## src/rtl/alu_mul_seq.sv

```systemverilog
// Shift-and-add 16x16 unsigned multiplier that borrows the shared ALU one op per cycle.
// Keeps the low 16 product bits and a sticky overflow flag.
module alu_mul_seq #(
    parameter bit EARLY_EXIT = 1'b1
) (
    input  logic        clk,
    input  logic        rst,
    input  logic        start,
    input  logic [15:0] op_a,
    input  logic [15:0] op_b,
    output logic        busy,
    output logic        done,
    output logic [15:0] result,
    output logic        ovf,
    output logic [15:0] alu_a,
    output logic [15:0] alu_b,
    output logic [2:0]  alu_op,
    output logic        alu_en_flags,
    input  logic [15:0] alu_s,
    input  logic [3:0]  alu_flags
);

    typedef enum logic [2:0] {
        S_IDLE = 3'd0,
        S_ADD  = 3'd1,
        S_SHL  = 3'd2,
        S_SHR  = 3'd3,
        S_DONE = 3'd4
    } state_t;

    localparam logic [2:0] OP_ADD = 3'b000;
    localparam logic [2:0] OP_SHL = 3'b010;
    localparam logic [2:0] OP_SHR = 3'b011;

    state_t      state_r;
    logic [15:0] acc_r;
    logic [15:0] mcand_r;
    logic [15:0] mplier_r;
    logic        ovf_r;
    logic [4:0]  iter_r;

    state_t      nxt_state_s;
    logic [15:0] nxt_acc_s;
    logic [15:0] nxt_mcand_s;
    logic [15:0] nxt_mplier_s;
    logic        nxt_ovf_s;
    logic [4:0]  nxt_iter_s;

    logic [15:0] drv_a_s;
    logic [15:0] drv_b_s;
    logic [2:0]  drv_op_s;
    logic        drv_en_s;

    logic        carry_s;
    logic        unused_flags_s;

    assign carry_s        = alu_flags[2];
    assign unused_flags_s = ^{alu_flags[3], alu_flags[1:0]};

    // Choose the next operation from the remaining multiplier bits.
    function automatic state_t dispatch(input logic [15:0] m);
        if ((EARLY_EXIT == 1'b1) && (m == 16'd0)) begin
            return S_DONE;
        end else if (m[0] == 1'b1) begin
            return S_ADD;
        end else begin
            return S_SHL;
        end
    endfunction

    // Next-state and datapath update from the current state and ALU response.
    always_comb begin
        nxt_state_s  = state_r;
        nxt_acc_s    = acc_r;
        nxt_mcand_s  = mcand_r;
        nxt_mplier_s = mplier_r;
        nxt_ovf_s    = ovf_r;
        nxt_iter_s   = iter_r;
        case (state_r)
            S_IDLE: begin
                if (start) begin
                    nxt_acc_s    = 16'd0;
                    nxt_mcand_s  = op_a;
                    nxt_mplier_s = op_b;
                    nxt_ovf_s    = 1'b0;
                    nxt_iter_s   = 5'd0;
                    nxt_state_s  = dispatch(op_b);
                end else begin
                    nxt_state_s = S_IDLE;
                end
            end
            S_ADD: begin
                nxt_acc_s = alu_s;
                if (carry_s) begin
                    nxt_ovf_s = 1'b1;
                end else begin
                    nxt_ovf_s = ovf_r;
                end
                nxt_state_s = S_SHL;
            end
            S_SHL: begin
                nxt_mcand_s = alu_s;
                // A bit lost off the top only matters if a later multiplier bit will add it.
                if (carry_s && (mplier_r[15:1] != 15'd0)) begin
                    nxt_ovf_s = 1'b1;
                end else begin
                    nxt_ovf_s = ovf_r;
                end
                nxt_state_s = S_SHR;
            end
            S_SHR: begin
                nxt_mplier_s = alu_s;
                nxt_iter_s   = iter_r + 5'd1;
                if (iter_r == 5'd15) begin
                    nxt_state_s = S_DONE;
                end else begin
                    nxt_state_s = dispatch(alu_s);
                end
            end
            S_DONE: begin
                nxt_state_s = S_IDLE;
            end
            default: begin
                nxt_state_s = S_IDLE;
            end
        endcase
    end

    // ALU drive for the state being entered, so the port registers line up with it.
    always_comb begin
        drv_a_s  = 16'd0;
        drv_b_s  = 16'd0;
        drv_op_s = OP_ADD;
        drv_en_s = 1'b0;
        case (nxt_state_s)
            S_ADD: begin
                drv_a_s  = nxt_acc_s;
                drv_b_s  = nxt_mcand_s;
                drv_op_s = OP_ADD;
                drv_en_s = 1'b1;
            end
            S_SHL: begin
                drv_a_s  = nxt_mcand_s;
                drv_b_s  = 16'd1;
                drv_op_s = OP_SHL;
                drv_en_s = 1'b1;
            end
            S_SHR: begin
                drv_a_s  = nxt_mplier_s;
                drv_b_s  = 16'd1;
                drv_op_s = OP_SHR;
                drv_en_s = 1'b0;
            end
            default: begin
                drv_a_s  = 16'd0;
                drv_b_s  = 16'd0;
                drv_op_s = OP_ADD;
                drv_en_s = 1'b0;
            end
        endcase
    end

    // State, datapath and registered outputs.
    always_ff @(posedge clk) begin
        if (!rst) begin
            state_r      <= S_IDLE;
            acc_r        <= 16'd0;
            mcand_r      <= 16'd0;
            mplier_r     <= 16'd0;
            ovf_r        <= 1'b0;
            iter_r       <= 5'd0;
            busy         <= 1'b0;
            done         <= 1'b0;
            result       <= 16'd0;
            ovf          <= 1'b0;
            alu_a        <= 16'd0;
            alu_b        <= 16'd0;
            alu_op       <= OP_ADD;
            alu_en_flags <= 1'b0;
        end else begin
            state_r      <= nxt_state_s;
            acc_r        <= nxt_acc_s;
            mcand_r      <= nxt_mcand_s;
            mplier_r     <= nxt_mplier_s;
            ovf_r        <= nxt_ovf_s;
            iter_r       <= nxt_iter_s;
            busy         <= (nxt_state_s != S_IDLE);
            done         <= (nxt_state_s == S_DONE);
            alu_a        <= drv_a_s;
            alu_b        <= drv_b_s;
            alu_op       <= drv_op_s;
            alu_en_flags <= drv_en_s;
            if (state_r == S_DONE) begin
                result <= acc_r;
                ovf    <= ovf_r;
            end else begin
                result <= result;
                ovf    <= ovf;
            end
        end
    end

endmodule
```

## config.mk

```make
export PLATFORM = sky130hd
export DESIGN_NAME = alu_mul_seq
export DESIGN_NICKNAME = d
export VERILOG_FILES = /design/src/rtl/alu_mul_seq.sv
export SDC_FILE = /design/constraint.sdc
export NUM_CORES = 1
export LEC_CHECK = 0
export CAP_MARGIN = 20
export CORE_MARGIN = 2
export CORE_UTILIZATION = 40
export DETAILED_ROUTE_END_ITERATION = 10
export PLACE_DENSITY = 0.68
export SLEW_MARGIN = 40
export SYNTH_ARGS = -nofsm -noshare
export SYNTH_HDL_FRONTEND = slang
export SYNTH_SLANG_ARGS = --single-unit
```

## constraint.sdc

```tcl
create_clock -name clk -period 2.4 [get_ports clk]
set_clock_uncertainty 0.1 [all_clocks]
set_input_delay 0.48 -clock clk [delete_from_list [all_inputs] [get_ports clk]]
set_output_delay 0.48 -clock clk [all_outputs]
set_load 0.02 [all_outputs]
```

Word-level counts from Yosys, hierarchy flattened
Cells that the tools add are included.

Output and inout port bits: 55. Input port bits: 55. Word-level logic and storage cells: 62. Register bits after elaboration: 112.

Muxes and demuxes: 23. $add $sub $neg: 1. Reduce and logical (&&, ||, !) cells: 12. Equality and inequality tests: 12.

Operators by type and width (count): $pmux 16 s2 (4); $mux 16 (3); $pmux 16 s3 (1); $logic_not 16->1 (2); $reduce_bool 15->1 (1); $eq 3x2->1 const B (4); $mux 3 (4); $pmux 3 s4 (1); $pmux 5 s2 (1); $eq 3x1->1 const B (2); $eq 3x3->1 const B (2); $ne 2x2->1 const B (3); $reduce_bool 3->1 (2); $add 5x1->5 const B (1); $eq 5x4->1 const B (1); $mux 5 (1); $mux 1 (4); $mux 2 (2); $pmux 2 s2 (1); $reduce_and 4->1 (1); $reduce_or 2->1 (2); $logic_not 3->1 (1); $pmux 1 s3 (1); $reduce_and 2->1 (1); other kinds (2) (2).

Depth between registers and ports, before layout
Gate-level depths: netlist of the first run.

Depth after elaboration: 7. Gate-level depth with buffers: 9. Gate-level depth less buffers: 8.

Worst setup path before layout of the first run
Ideal clock, no wire load.

Kind: flip-flop to flip-flop. Start: register iter_r[0]. End: register alu_a[10]. Slack: 0.277 ns. Arrival time: 1.953 ns. Path buffers: 1. Cell stages (with the launch flop): 9. Period minus slack after synthesis: 2.123 ns. Library setup time: 0.070 ns. Required time: 2.230 ns. Path through: dfxtp_1 ha_1 and3_1 ha_1 nand2b_1 o41ai_4 buf_2 o211ai_1 a21oi_1.

Word-level cells in the longest chain between the ends: 5. Elaborated cells on any way between the ends: 7. Those cells by class: 4 x eq/ne; 3 x mux.

Ends and longest elaborated chain: start, declared (RTL line 40) `logic [4:0] iter_r;`; start signal, assigned (RTL line 186) `iter_r <= nxt_iter_s;`; $eq 5x4->1 (*) (RTL line 114) `if (iter_r == 5'd15) begin`; $mux 3 (*) (RTL line 114); $pmux 3 s4 (*) (RTL line 79) `case (state_r)`; $eq 3x2->1 / $eq 3x1->1 (equally long branches) (RTL line 135) `case (nxt_state_s)`; $pmux 16 s3 (*) (RTL line 135); end signal, assigned (RTL line 189) `alu_a <= drv_a_s;`; end, declared (RTL line 15) `output logic [15:0] alu_a,`.

Mark *: on every way between the ends. The rest lies on a longest branch, timed or not. A chain may end at the register's enable or synchronous reset.

Worst setup path after layout of the first run
Start: register state_r[2]. End: register alu_a[12].

Word-level cells in the longest chain between the ends: 4. Elaborated cells on any way between the ends: 12. Those cells by class: 6 x eq/ne; 5 x mux; 1 x reduce/logical.

Ends and longest elaborated chain: start, declared (RTL line 35) `state_t state_r;`; start signal, assigned (RTL line 181) `state_r <= nxt_state_s;`; $eq 3x2->1 (tied with other cells) (RTL line 79); $pmux 3 s4 (RTL line 79); $eq 3x2->1 / $eq 3x1->1 (equally long branches) (RTL line 135); $pmux 16 s3 (*) (RTL line 135).

Marks and branches as above.

==> results of run 1 <==
-- cells in the final DEF (no fill, tap or decap), types with 4 or more instances in the layout --
| cell type | count |
|---|---|
| nor2_1 | 47 |
| nand2_1 | 42 |
| o22ai_1 | 4 |
| o21ai_0 | 17 |
| clkbuf_16 | 9 |
| nand2b_1 | 4 |
| inv_1 | 5 |
| o211ai_1 | 15 |
| a31oi_1 | 18 |
| o21a_1 | 17 |
| buf_4 | 58 |
| a22oi_1 | 31 |
| a21oi_1 | 37 |
| buf_12 | 4 |
| or2_2 | 4 |
| a22o_1 | 29 |
| and2_1 | 30 |
| a21o_1 | 15 |
| nor2b_1 | 17 |
| clkdlybuf4s50_1 | 105 |
| nor4_1 | 10 |
| dfxtp_1 | 109 |
-- per-layer routing --
metal,part of all wire (%),wire length (µm),track usage (%)
met5,0,0,0
met4,1.7,260,6.26
met3,6.6,983,4.39
met2,45,6780,37.0
met1,47,6980,34.0
-- power groups by stage --
stage | Combinational (mW) | Clock (mW) | Sequential [mW]
after floorplan | 0.684 | 0 | 2.13
after global placement | 1.22 | 0 | 2.11
after detailed placement | 1.23 | 0 | 2.11
after CTS | 1.24 | 1.67 | 2.07
after global routing | 1.35 | 1.75 | 2.09
final | 1.25 | 1.65 | 2.07
-- worst max-delay path by stage --
stage / startpoint / endpoint / slack (ps) / cells past startpoint
2_1_floorplan: iter_r[0] / alu_a[10] / 280 / 8
3_5_place_dp: alu_s[11] / alu_a[11] / -210 / 8
4_1_cts: state_r[0] / alu_a[11] / 110 / 6
5_1_grt: state_r[2] / alu_a[12] / 20 / 6
6_report: state_r[2] / alu_a[12] / 110 / 6
3_3_place_gp: alu_s[10] / alu_a[11] / -210 / 8
-- flip-flops by register name, summed over array words and instances (netlist names), 2 cells and up --
signal,count
alu_b,16
acc_r,16
state_r,3
result,16
mcand_r,16
iter_r,5
alu_a,16
mplier_r,16
alu_op,2
-- what timing repair did --
item | CTS | global route
setup buffers | 0 | 0
gates resized for setup | 0 | 3
endpoints found under the setup margin | 0 | 17
hold buffers | 0 | 0
-- area by class of cell --
type | count | area (µm²)
Fill cell | 1046 | 4830
Sequential cell | 111 | 2220
Multi-Input combinational cell | 375 | 2360
Tap cell | 143 | 179
Clock inverter | 4 | 76.3
Timing Repair Buffer | 167 | 1570
Inverter | 5 | 18.8
Clock buffer | 12 | 256
-- worst max-delay path: stages, from the launching register on --
cell and delay, ps:
dfxtp_1 720, and3b_1 350, nor2_2 450, buf_12 190, a21o_1 130, a22oi_1 100, a21oi_1 170
-- kinds of logic (layout without fill, tap and decap cells) --
| group | count (synthesis) | after routing | share of synthesized area, % |
|---|---|---|---|
| AO/OA/AOI/OAI | 193 | 193 | 28.4 |
| AND/OR/NAND/NOR | 177 | 177 | 19.8 |
| flip-flops | 111 | 111 | 46.5 |
| buffers and inverters | 47 | 188 | 4.30 |
| adder cells (fa/ha/maj) | 2 | 2 | 0.524 |
| XOR/XNOR | 2 | 2 | 0.367 |
| other | 1 | 1 | 0.0785 |
==> impl_metrics.json, run 1 <==
{
  "finalInstanceArea_um2": 6680,
  "p_sw_mw": 1.43,
  "rsz0062_at_grt": "no",
  "min_delay_path_depth": 2,
  "yosysMostFrequentCell": "dfxtp_1",
  "initial_utilization_pct": 41.5,
  "placedInstanceArea_um2": 6340,
  "cap_violations": 0,
  "rr_worst_depth": 6,
  "grt_overflow_total": 0,
  "power-per-cell-area_nw_per_um2": 744,
  "r2r_end": "alu_a[12]",
  "row_count": 39,
  "cellLeakagePower_nw": 2.57,
  "avgSynthCellArea_um2": 8.96,
  "p_int_mw": 3.54,
  "final_nets": 726,
  "fin_cells": 817,
  "pwr-share-comb_pct": 25.2,
  "power_mw": 4.97,
  "fin_ws_ps": 110,
  "maxSlewViolCount": 0,
  "fin_crit_ps": 2290,
  "clock_path_buffers": 2,
  "setup_violations": 0,
  "numCtsBuffers": 9,
  "end_kind": "flip-flop",
  "tns_ps": 0,
  "n_antenna_cell": 0,
  "postRouteAntennaNets": 0,
  "antenna_found_initial": 0,
  "start_kind": "flip-flop",
  "dp_slack_ps": -209,
  "maxSlewHeadroom_pct": 54.0,
  "violations": "DRC",
  "fp.dieH_um": 113,
  "cp.required_ps": 2580,
  "grt_pass1_vias": 4323,
  "die_x_um": 113,
  "ys_warn_count": 0,
  "r2r_slack_ps": 110,
  "cts.sinks": 111,
  "worst_hold_slack_ps": 356,
  "yosys-top-cells-area": "dfxtp_1 47%, a22o_1 5.3%, a22oi_1 4.9%",
  "swShare_pct": 28.8,
  "drtIter0Drc": 259,
  "synth_edf_count": 0,
  "hp-start": "result[5]",
  "synth-seq-cells": 111,
  "synth_cell_types": 52,
  "max_clock_freq_mhz": 437,
  "grt_util_all_layers_pct": 23.8,
  "p_seq_share_pct": 41.7,
  "post_drt_wl_per_cell_um": 18.4,
  "grt_start_max_net_pins": 34,
  "cts_root_buffer": "clkbuf_16",
  "routed_via_density": 5.50,
  "area_delta_synth_final_pct": 40.0,
  "cts_tree": "yes",
  "cp_data_arrival_time_ps": 2470,
  "drc": 3,
  "synth_nets": 590,
  "htree_levels": 3,
  "synth-main-ff-cell": "dfxtp_1",
  "p_clk_share_pct": 33.1,
  "core_area_um2": 11500,
  "placed_cells_incl_taps": 801,
  "final_util_pct": 58.0,
  "io_pins": 110,
  "worstPathMaxFanout": 12,
  "io_buffer_count": 105,
  "async_flop_share_pct": 0,
  "r2r_start": "state_r[2]",
  "die-area_um2": 12800,
  "syn-cell-area_um2": 4780,
  "drive_above_1_share_pct": 14.5,
  "wl_um": 15000,
  "outcome": "finished, violations left",
  "clk_latency_ps": 350,
  "gp_congestion": 0.877,
  "vias": 4497,
  "min-delay-path-class": "reg2reg",
  "hpwl_um": 11200,
  "grt_pass1_wl_um": 23800,
  "synth_cells": 533,
  "cts.clk_slew.worst_paths_ps": 70,
  "critical_path_class": "reg2reg",
  "synth.top_cell.area_share_pct": 46.5,
  "synthTopCellsByCount": "111 x dfxtp_1, 48 x nor2_1, 42 x nand2_1, 37 x a21oi_1, 31 x a22oi_1",
  "firstDrtPassIters": 8,
  "vdd_ir_drop_max_v": 0.000580,
  "min_to": "result[5]",
  "worst_pin_slew_ps": 689,
  "post-route-period-util_pct": 95.4,
  "hold_violations": 0,
  "synth_seq_area_share_pct": 46.5,
  "yosys.area.top_type": "dfxtp_1"
}
Note: power is estimated with default switching activity, not from simulation.
==> inputs of run 2 (changes only) <==
- GPL_ROUTABILITY_DRIVEN: default -> 0
==> run 2 against run 1 <==
Net effect:
- the flow still finishes with violations (DRC)
- combinational power is essentially flat
- non-clock buffer count shrank 3
- final cell count down 0.49%
- sequential cell count unchanged
- highest routed layer unchanged
- die area unchanged
==> impl_metrics.json, run 2 (synthesis gave the netlist of run 1 again) <==
{
  "outcome": "finished, violations left",
  "firstDrtPassIters": 7,
  "max_clock_freq_mhz": 445,
  "initial_utilization_pct": 41.5,
  "io_buffer_count": 105,
  "cts.sinks": 111,
  "grt_start_max_net_pins": 32,
  "final_nets": 723,
  "clock_path_buffers": 2,
  "hpwl_um": 10900,
  "grt_util_all_layers_pct": 22.7,
  "drc": 3,
  "hold_violations": 0,
  "postRouteAntennaNets": 0,
  "maxSlewViolCount": 0,
  "min-delay-path-class": "reg2reg",
  "drtIter0Drc": 360,
  "routed_via_density": 5.54,
  "drive_above_1_share_pct": 13.9,
  "cts.clk_slew.worst_paths_ps": 70,
  "start_kind": "flip-flop",
  "violations": "DRC",
  "die-area_um2": 12800,
  "rsz0062_at_grt": "no",
  "antenna_found_initial": 0,
  "setup_violations": 0,
  "wl_um": 14400,
  "cts_tree": "yes",
  "fin_crit_ps": 2250,
  "numCtsBuffers": 9,
  "cp_data_arrival_time_ps": 2430,
  "layout.cells.most_common_list": "110 x dfxtp_1, 105 x clkdlybuf4s50_1, 54 x buf_4",
  "vdd_ir_drop_max_v": 0.000401,
  "area_delta_synth_final_pct": 38.3,
  "dp_slack_ps": -164,
  "cap_violations": 0,
  "worstPathMaxFanout": 16,
  "fp.dieH_um": 113,
  "cellLeakagePower_nw": 2.52,
  "slowest_stage": "o41ai_4",
  "row_count": 39,
  "end_kind": "flip-flop",
  "cp.required_ps": 2580,
  "htree_levels": 3,
  "io_pins": 110,
  "worst_path_largest_cell_delay_ps": 430,
  "cp.buffers_inverters": 1,
  "worst_pin_slew_ps": 735,
  "critical_path_class": "reg2reg",
  "n_antenna_cell": 0,
  "post-route-period-util_pct": 93.6,
  "post_drt_wl_per_cell_um": 17.7,
  "fin_ws_ps": 154,
  "grt_pass1_vias": 4401,
  "crit_top_cell": "ha_1",
  "power-per-cell-area_nw_per_um2": 715,
  "layout_commonest_cell": "dfxtp_1",
  "grt_pass1_wl_um": 22900,
  "maxSlewHeadroom_pct": 50.9,
  "cp_cell_sequence": "ha_1 > and3_1 > ha_1 > nand2b_1 > o41ai_4 > buf_12 > o211ai_1 > a31oi_1",
  "placedInstanceArea_um2": 6330,
  "core_area_um2": 11500,
  "critPathTopFamily": "compound AO/OA/AOI/OAI gates",
  "grt_overflow_total": 0,
  "finalInstanceArea_um2": 6600,
  "vias": 4501,
  "cts_root_buffer": "clkbuf_16",
  "die_x_um": 113,
  "clk_latency_ps": 350
}
[run 2: cell types whose count changed in the layout (fill, tap and decap cells not counted), moves of 2 or more]
cell	delta
bufinv_16	-2
clkbuf_8	-2
clkinvlp_4	+2
buf_4	-4
[run 2: metal layers]
layer / part of all wire, % / vias to the layer above / wire length [µm] / track usage (%)
met4: 1.7 / 0 / 248 / 6.10
li1: - / 2185 / - / -
met1: 45 / 2107 / 6520 / 31.9
met3: 7.9 / 14 / 1150 / 5.52
met2: 45 / 195 / 6520 / 34.9
met5: 0 / - / 0 / 0
[run 2: stage by stage]
| step | util, % | hold slack [ps] | setup TNS [ps] | power [mW] | instances |
|---|---|---|---|---|---|
| floorplan | - | 331 | 0 | 2.81 | 533 |
| global placement | 55.0 | 346 | -3360 | 3.31 | 798 |
| detailed placement | 55.0 | 348 | -2410 | 3.34 | 798 |
| CTS | 57.3 | 358 | 0 | 4.73 | 813 |
| global route | 57.3 | 381 | 0 | 4.92 | 813 |
| finish | 57.3 | 354 | 0 | 4.72 | 813 |
[run 2: final timing paths]
| path | start | to | slack (ps) | depth (start not counted) |
|---|---|---|---|---|
| max | iter_r[0] | alu_a[14] | 150 | 8 |
| min | result[9] | result[9] | 350 | 2 |
| max reg2reg | iter_r[0] | alu_a[14] | 150 | 8 |
| min reg2reg | result[9] | result[9] | 350 | 2 |
[run 2: area by class of cell]
type / instances / area, µm²
sequential: 111 / 2220
clock buffer: 9 / 225
clock inverter: 6 / 45.0
timing repair buffer: 164 / 1560
fill: 1034 / 4910
tap: 143 / 179
inverter: 5 / 18.8
multi-input combinational: 375 / 2360
[run 2: repair_timing]
action / CTS / global route
buffers inserted: 0 / 0
setup endpoints to repair: 0 / 2
hold buffers: 0 / 0
resized for setup: 0 / 1
[run 2: worst reg2reg max path, stage by stage (launching register included)]
cell and delay [ps]:
dfxtp_1 340, ha_1 220, and3_1 190, ha_1 220, nand2b_1 200, o41ai_4 430, buf_12 210, o211ai_1 100
a31oi_1 180
[run 2: where the power goes]
| part | internal [mW] | switching, mW |
|---|---|---|
| clock network | 0.705 | 0.699 |
| logic | 0.587 | 0.663 |
| registers | 1.98 | 0.0865 |
==> inputs of run 3 (changes only) <==
- PLACE_DENSITY: 0.68 -> 0.66
==> run 3 against run 2 <==
Net effect:
- the run still ends with DRC left
- critical endpoint is now alu_a[1]
- sequential share of layout area hardly changed
- combinational power barely moved
- setup slack improved by 21 ps
- clock-buffer cell count rose by 1
- final cell count is 0.12% higher
- register-to-register slack improved by 50 ps
- maximum frequency increased by 0.96%
- sequential cell count did not move
- cell area is essentially flat
- via count grew 0.87%
- utilization is essentially flat
==> impl_metrics.json, run 3 (synthesis gave the netlist of run 1 again) <==
{
  "grt_pass1_wl_um": 23300,
  "violations": "DRC",
  "grt_util_met2_pct": 36.4,
  "cap_violations": 0,
  "die-area_um2": 12800,
  "die_x_um": 113,
  "cts_root_buffer": "clkbuf_16",
  "area_delta_synth_final_pct": 38.4,
  "maxSlewViolCount": 0,
  "rr_worst_depth": 8,
  "io_buffer_count": 105,
  "p_clk_share_pct": 29.9,
  "crit_path_start": "alu_s[11]",
  "core_area_um2": 11500,
  "met3_usage_pct": 4.77,
  "endpoint": "alu_a[1]",
  "pwr-share-comb_pct": 26.5,
  "final_nets": 723,
  "critical_path_class": "in2reg",
  "worst_pin_slew_ps": 710,
  "setup_violations": 0,
  "antenna_found_initial": 0,
  "rsz0062_at_grt": "no",
  "ctsHoldBuffers": 0,
  "initial_utilization_pct": 41.5,
  "layout.cells.most_common_list": "111 x dfxtp_1, 105 x clkdlybuf4s50_1, 55 x buf_4",
  "post_drt_wl_per_cell_um": 17.9,
  "n_antenna_cell": 0,
  "r2r_slack_ps": 200,
  "cts_tree": "yes",
  "n_fill_cell": 1030,
  "numCtsBuffers": 9,
  "p_sw_mw": 1.44,
  "hold_violations": 0,
  "firstDrtPassIters": 8,
  "maxSlewHeadroom_pct": 52.6,
  "vias": 4540,
  "power-per-cell-area_nw_per_um2": 717,
  "vdd_ir_drop_max_v": 0.000506,
  "fin_cells": 814,
  "swShare_pct": 30.3,
  "gr-max-usage-layer": "met2",
  "wl_um": 14600,
  "grt_start_max_net_pins": 33,
  "cp_data_arrival_time_ps": 2340,
  "power_mw": 4.74,
  "postRouteAntennaNets": 0,
  "grtUsageMet1_pct": 30.8,
  "postCtsSetupBuffers": 0,
  "grt_pass1_vias": 4529,
  "max_clock_freq_mhz": 450,
  "start_kind": "input port",
  "multi_input_area_um2": 2360,
  "cts.clk_slew.worst_paths_ps": 70,
  "min_delay_path_depth": 2,
  "final_util_pct": 57.4,
  "drc": 5,
  "r2r_start": "iter_r[0]",
  "layout_commonest_cell": "dfxtp_1",
  "cellLeakagePower_nw": 2.53,
  "min-delay-path-class": "reg2reg",
  "cts.sinks": 111,
  "p_int_mw": 3.30,
  "grt_overflow_total": 0,
  "io_pins": 110,
  "regArea_um2": 2220,
  "hpwl_um": 11000,
  "cp.required_ps": 2510,
  "drive_above_1_share_pct": 14.0,
  "htree_levels": 3,
  "fp.dieH_um": 113,
  "post-route-period-util_pct": 92.7,
  "r2r_end": "alu_a[4]",
  "row_count": 39,
  "drtIter0Drc": 265,
  "routed_via_density": 5.58,
  "outcome": "finished, violations left",
  "placed_cells_incl_taps": 798,
  "grt_util_all_layers_pct": 22.8,
  "end_kind": "flip-flop",
  "clock_path_buffers": 2,
  "p_seq_share_pct": 43.5,
  "fin_crit_ps": 2220,
  "ctsResizeCount": 0,
  "worstPathMaxFanout": 15,
  "clk_latency_ps": 340
}
[run 3: routing by layer]
| metal | wire length [µm] | vias up |
|---|---|---|
| met5 | 0 | - |
| met3 | 1080 | 30 |
| met4 | 367 | 0 |
| met1 | 6530 | 2093 |
| li1 | - | 2201 |
| met2 | 6610 | 216 |
[run 3: worst min path at each step]
stage           endpoint  startpoint
3_3_place_gp         ovf       ovf_r
2_1_floorplan        ovf       ovf_r
4_1_cts        result[0]   result[0]
3_5_place_dp   result[0]   result[0]
5_1_grt        result[0]    acc_r[0]
6_report       result[0]   result[0]
[run 3: final cells by class]
type	count	area share (%)
clock buffer	10	3.62
clock inverter	6	0.644
inverter	5	0.284
multi-input combinational	375	35.8
sequential	111	33.6
tap	143	2.71
timing repair buffer	164	23.4
[run 3: worst max-delay path, cell delays in order]
cell and delay (ps):
clkdlybuf4s50_1 430, nor4_1 350, buf_4 190, and4_4 250, o41ai_4 110, o31ai_2 220, buf_4 240, a21oi_1 60
[run 3: per-stage QoR]
step | hold slack (ps) | TNS [ps] | instance area (µm²) | worst slack [ps]
final | 353 | 0 | 6610 | 176
after global routing | 372 | 0 | 6610 | 23.6
after CTS | 355 | 0 | 6600 | 153
after detailed placement | 345 | -3150 | 6320 | -191
after global placement | 346 | -3420 | 6320 | -213
after floorplan | 331 | 0 | 4780 | 277
[run 3: power groups by stage]
stage	registers, mW	logic, mW	clock network (mW)
floorplan	2.13	0.684	0
global placement	2.10	1.22	0
detailed placement	2.10	1.24	0
CTS	2.06	1.25	1.43
global route	2.08	1.36	1.52
finish	2.06	1.26	1.42
==> RTL change 1 (settings of run 2) <==
Change the parameter `EARLY_EXIT` from 1'b1 to 1'b0.
--- a/src/rtl/alu_mul_seq.sv
+++ b/src/rtl/alu_mul_seq.sv
@@ -2,5 +2,5 @@
 // Keeps the low 16 product bits and a sticky overflow flag.
 module alu_mul_seq #(
-    parameter bit EARLY_EXIT = 1'b1
+    parameter bit EARLY_EXIT = 1'b0
 ) (
     input  logic        clk,
Formal check against the unedited RTL: not equivalent (Yosys sat finds a counterexample within 4 cycles, from zero or initial values and one cycle with rst low).
==> RTL change 1 against run 2 <==
  * Sequential cell count did not move
  * Total power fell by 8.3%
  * Routed wire length fell by 16%
  * Synthesized cell count fell by 8.3%
  * Area after synthesis fell by 5.3%
  * Worst setup slack improved by 1.7 ps
  * Critical path depth did not move
  * Die area fell by 5.2%
  * Sequential share of layout area rose by 3.4 points
  * Cell area fell by 9.3%
  * Via count fell by 15%
  * Non-clock buffer count fell by 37
  * Largest power group unchanged
  * Utilization fell by 2.6 points
==> RTL change 1: results (changes against run 2) <==
* Post-placement cell area: 5693 sq um (-10%)
* Critical path's largest stage delay: 370 ps (-60 ps)
* Adder-cell area share of the yosys netlist: 0.5536% (+0.030 points)
* Length of the first detailed-routing pass in iterations: 6 (-1)
- The multiplexer fraction of the synthesized cell area is 0.4705% (+0.47 points).
- Final HPWL DP: 8.918 mm (-18%)
- The compound-gate portion of the synthesized area is 20.48% (-7.9 points).
- Count of buffers not belonging to the clock network in the layout: 127 (-23%)
- Worst slew margin: 61.14% (+10 points)
- The number of clock-tree buffers in the layout was 10 (+1).
- Leakage Power: 2.218 nW (-12%)
- The register cell area after layout is 2222 sq um (about the same).
- Total routing resource utilization after global routing: 20.09% (-2.6 points)
* Placed cell count: 715 (-10%)
- On the critical path, the stage with the largest delay is an instance of dfxtp_1.
- Row cnt: 38 (-2.6%)
- WL/cell: 16.61 um (-6.4%)
* Area contributors post-synth: dfxtp_1 49%, and2_1 6.9%, a22oi_1 5.6%
- Synth Area in XOR/XNOR: 0.3875% (+0.021 points)
- The post-route worst hold slack was 366.1 ps (+11.76 ps).
- The setup slack at placement was -101.4 ps (+62.52 ps).
- For hold timing, the worst endpoint is ovf.
- The portion of the post-synthesis area used by sequential elements came to 49.16% (+2.6 points).
- Number of global-route vias before repair: 3640 (-17%)
- Terminus of the critical flop-to-flop path: alu_a[15]
- The run finished with clean final reports.
- Global-route wire length before repair: 18.67 mm (-18%)
## RTL change 1: cell types whose count changed after synthesis, moves of 12 or more
cell             run 2  this run
nor2_1              48        19
nand3b_1             1        14
a221o_1              1        16
a21o_1              15         0
a21boi_0             0        17
o22ai_1              4        16
a22o_1              29         0
nand2_1             42        67
o21a_1              17         3
a21oi_1             37        16
and2_1              30        50
o211ai_1            15         2
a31oi_1             18         2
## RTL change 1: worst max path at each step
stage | endpoint | slack (ps) | depth (start not counted)
2_1_floorplan | alu_a[10] | 280 | 9
3_3_place_gp | alu_b[12] | -50 | 6
3_5_place_dp | alu_b[9] | -100 | 6
4_1_cts | alu_b[9] | 30 | 8
5_1_grt | alu_a[15] | 50 | 8
6_report | alu_a[15] | 160 | 8
## RTL change 1: critical path, delay by kind of cell, from the launching register on
kind	cells	cell delay (ps)
AOI/OAI and AO/OA	3	710
DFF	1	370
buffers and inverters	1	170
and+or+nand+nor	2	380
adders and majority gates	2	400
## RTL change 1: power groups by stage
stage	logic, W	clock network [W]	registers, W
global route	0.000969	0.00148	0.00206
floorplan	0.000482	0	0.00213
global placement	0.000870	0	0.00209
detailed placement	0.000881	0	0.00209
CTS	0.000884	0.00140	0.00205
finish	0.000894	0.00139	0.00205
## RTL change 1: logic make-up after synthesis
family	after synthesis
multiplexers	2
AND/OR/NAND/NOR	197
buffers and inverters	45
other	1
XOR/XNOR	2
AO/OA/AOI/OAI	129
flip-flops	111
adder cells (fa/ha/maj)	2
## RTL change 1: routing by layer
metal | up-vias | GRT usage (%) | wire [um]
met5 | - | 0 | 0
met2 | 127 | 29.93 | 5247
li1 | 1910 | - | -
met1 | 1765 | 29.21 | 5897
met3 | 20 | 3.939 | 820
met4 | 0 | 6.339 | 197
==> RTL change 2 (config.mk and constraints of run 2) <==
Without the edit above. Re-encode `state_t` (5 states) as one-hot, 5 bits wide.
--- a/src/rtl/alu_mul_seq.sv
+++ b/src/rtl/alu_mul_seq.sv
@@ -21,10 +21,10 @@
 );
 
-    typedef enum logic [2:0] {
-        S_IDLE = 3'd0,
-        S_ADD  = 3'd1,
-        S_SHL  = 3'd2,
-        S_SHR  = 3'd3,
-        S_DONE = 3'd4
+    typedef enum logic [4:0] {
+        S_IDLE = 5'b00001,
+        S_ADD  = 5'b00010,
+        S_SHL  = 5'b00100,
+        S_SHR  = 5'b01000,
+        S_DONE = 5'b10000
     } state_t;
 
Check against the original RTL: same outputs for any inputs over 10 cycles, from zero or initial values and one cycle with rst low; not proved beyond that.
==> RTL change 2 against run 2 <==
  * Sequential cell count is 2 higher
  * Routed wire length grew 8.1%
  * Cell area up 5.6%
  * Register-to-register slack got worse by 40 ps
  * First-iteration DRC count increased by 24%
  * Worst setup slack got worse by 110 ps
  * Critical path depth increased by 1
  * Combinational power down 48%
  * Area after synthesis down 1.7%
  * Total power increased by 8.1%
==> RTL change 2: results (changes against run 2) <==
* Run status: completed
- The detailed route wirelength on metal3 is 1.519 mm (+33%).
- Register-to-register setup slack: 110 ps (-40 ps)
- Final worst slack: 48.68 ps (-105.8 ps)
* Layout non-clock buf frac: 25.06% (+1.5 points)
- The total clock network power was 0.00247 W (+76%).
* Metal1 wirelength: 6.464 mm (-0.78%)
* Clock Buffer Count: 26 (+17)
- For hold timing, the worst endpoint is result[7].
- The post-route worst hold slack came to 354.4 ps (+0.06300 ps).
- DR iter-0 viols: 446 (+24%)
* Slew at the pin closest to its max-slew limit: 702.7 ps (-32.57 ps)
- Signal inverters: 35 (+30)
- Critical path's largest stage delay: 500 ps (+70 ps)
- The number of buffers added by the clock tree synthesis step was 17 (+8).
* CP delay by family, top: buffers and inverters
* H-Tree Depth: 4 (+1)
- The placed instance count was 819 (+2.6%).
* Critical path endpoint: alu_a[4]
- The leakage power is 2.804 nW (+11%).
* Multi-Input Combinational: 334 (-11%)
* Slowest CP cell: nor4_1
* Post-route DRC violation count: 0 (-3)
* Amount of wire on met2 after detailed routing: 6.988 mm (+7.3%)
- The clock network area share was 8.377% (+4.3 points).
- In the post-synthesis netlist, the biggest area contributors are dfxtp_1 48%, nor3_1 5.2%, nor2_1 5.0%.
- Launch instance of the worst min-delay path: acc_r[7]
- Register-to-Register Path Depth: 9 (+1)
- The clock-pin transition on the worst setup and hold timing paths is 50 ps (-20 ps).
- Total routing resource utilization after global routing: 24.99% (+2.3 points)
- The area after detailed placement is 6381 sq um (+0.77%).
* Share of post-route cells with drive strength above 1: 19.94% (+6.1 points)
* Final HPWL DP: 11.25 mm (+3.1%)
* Cell-internal power: 0.003910 W (+20%)
* Register area: 2262 sq um (+1.7%)
- Max rail drop VDD: 379.6 uV (-5.4%)
- The portion of the post-synthesis area used by sequential elements is 48.19% (+1.7 points).
- Combinational Power: 0.000656 W (-48%)
- The count of fill cells added during filler insertion came to 1022 (-1.2%).
* Cell area after synthesis: 4695 sq um (-1.7%)
* Length of the first detailed-routing pass in iterations: 8 (+1)
* Net count reported at finish: 752 (+4.0%)
- WL/cell: 18.34 um (+3.4%)
* Final Cell Area: 6975 sq um (+5.6%)
- Count of buffers not belonging to the clock network in the layout: 194 (+18%)
- Crit path DAT: 2550 ps (+120 ps)
[RTL change 2: changes by cell type after synthesis, moves of 15 or more]
cell | before | now
nor3_1 | 2 | 49
inv_1 | 5 | 34
a22oi_1 | 31 | 5
nor2b_1 | 17 | 0
a222oi_1 | 0 | 16
a31oi_1 | 18 | 2
o21ai_0 | 17 | 1
a311oi_2 | 0 | 15
and2_1 | 30 | 15
nor2_1 | 48 | 63
o211ai_1 | 15 | 0
[RTL change 2: logic make-up (layout without fill, tap and decap cells)]
| family | after synthesis | count (layout) | synth area share [%] |
|---|---|---|---|
| xor+xnor | 2 | 2 | 0.3732 |
| simple gates | 196 | 196 | 19.56 |
| flops | 113 | 113 | 48.19 |
| compound gates | 133 | 133 | 23.43 |
| fa+ha+maj | 2 | 2 | 0.5330 |
| other cells | 1 | 1 | 0.07988 |
| buf+inv | 80 | 260 | 7.835 |
[RTL change 2: metal layers]
metal	up-vias	GRT usage, %
met4	0	11.71
met1	2228	31.76
met2	276	38.88
met5	-	0
li1	2210	-
met3	52	7.829
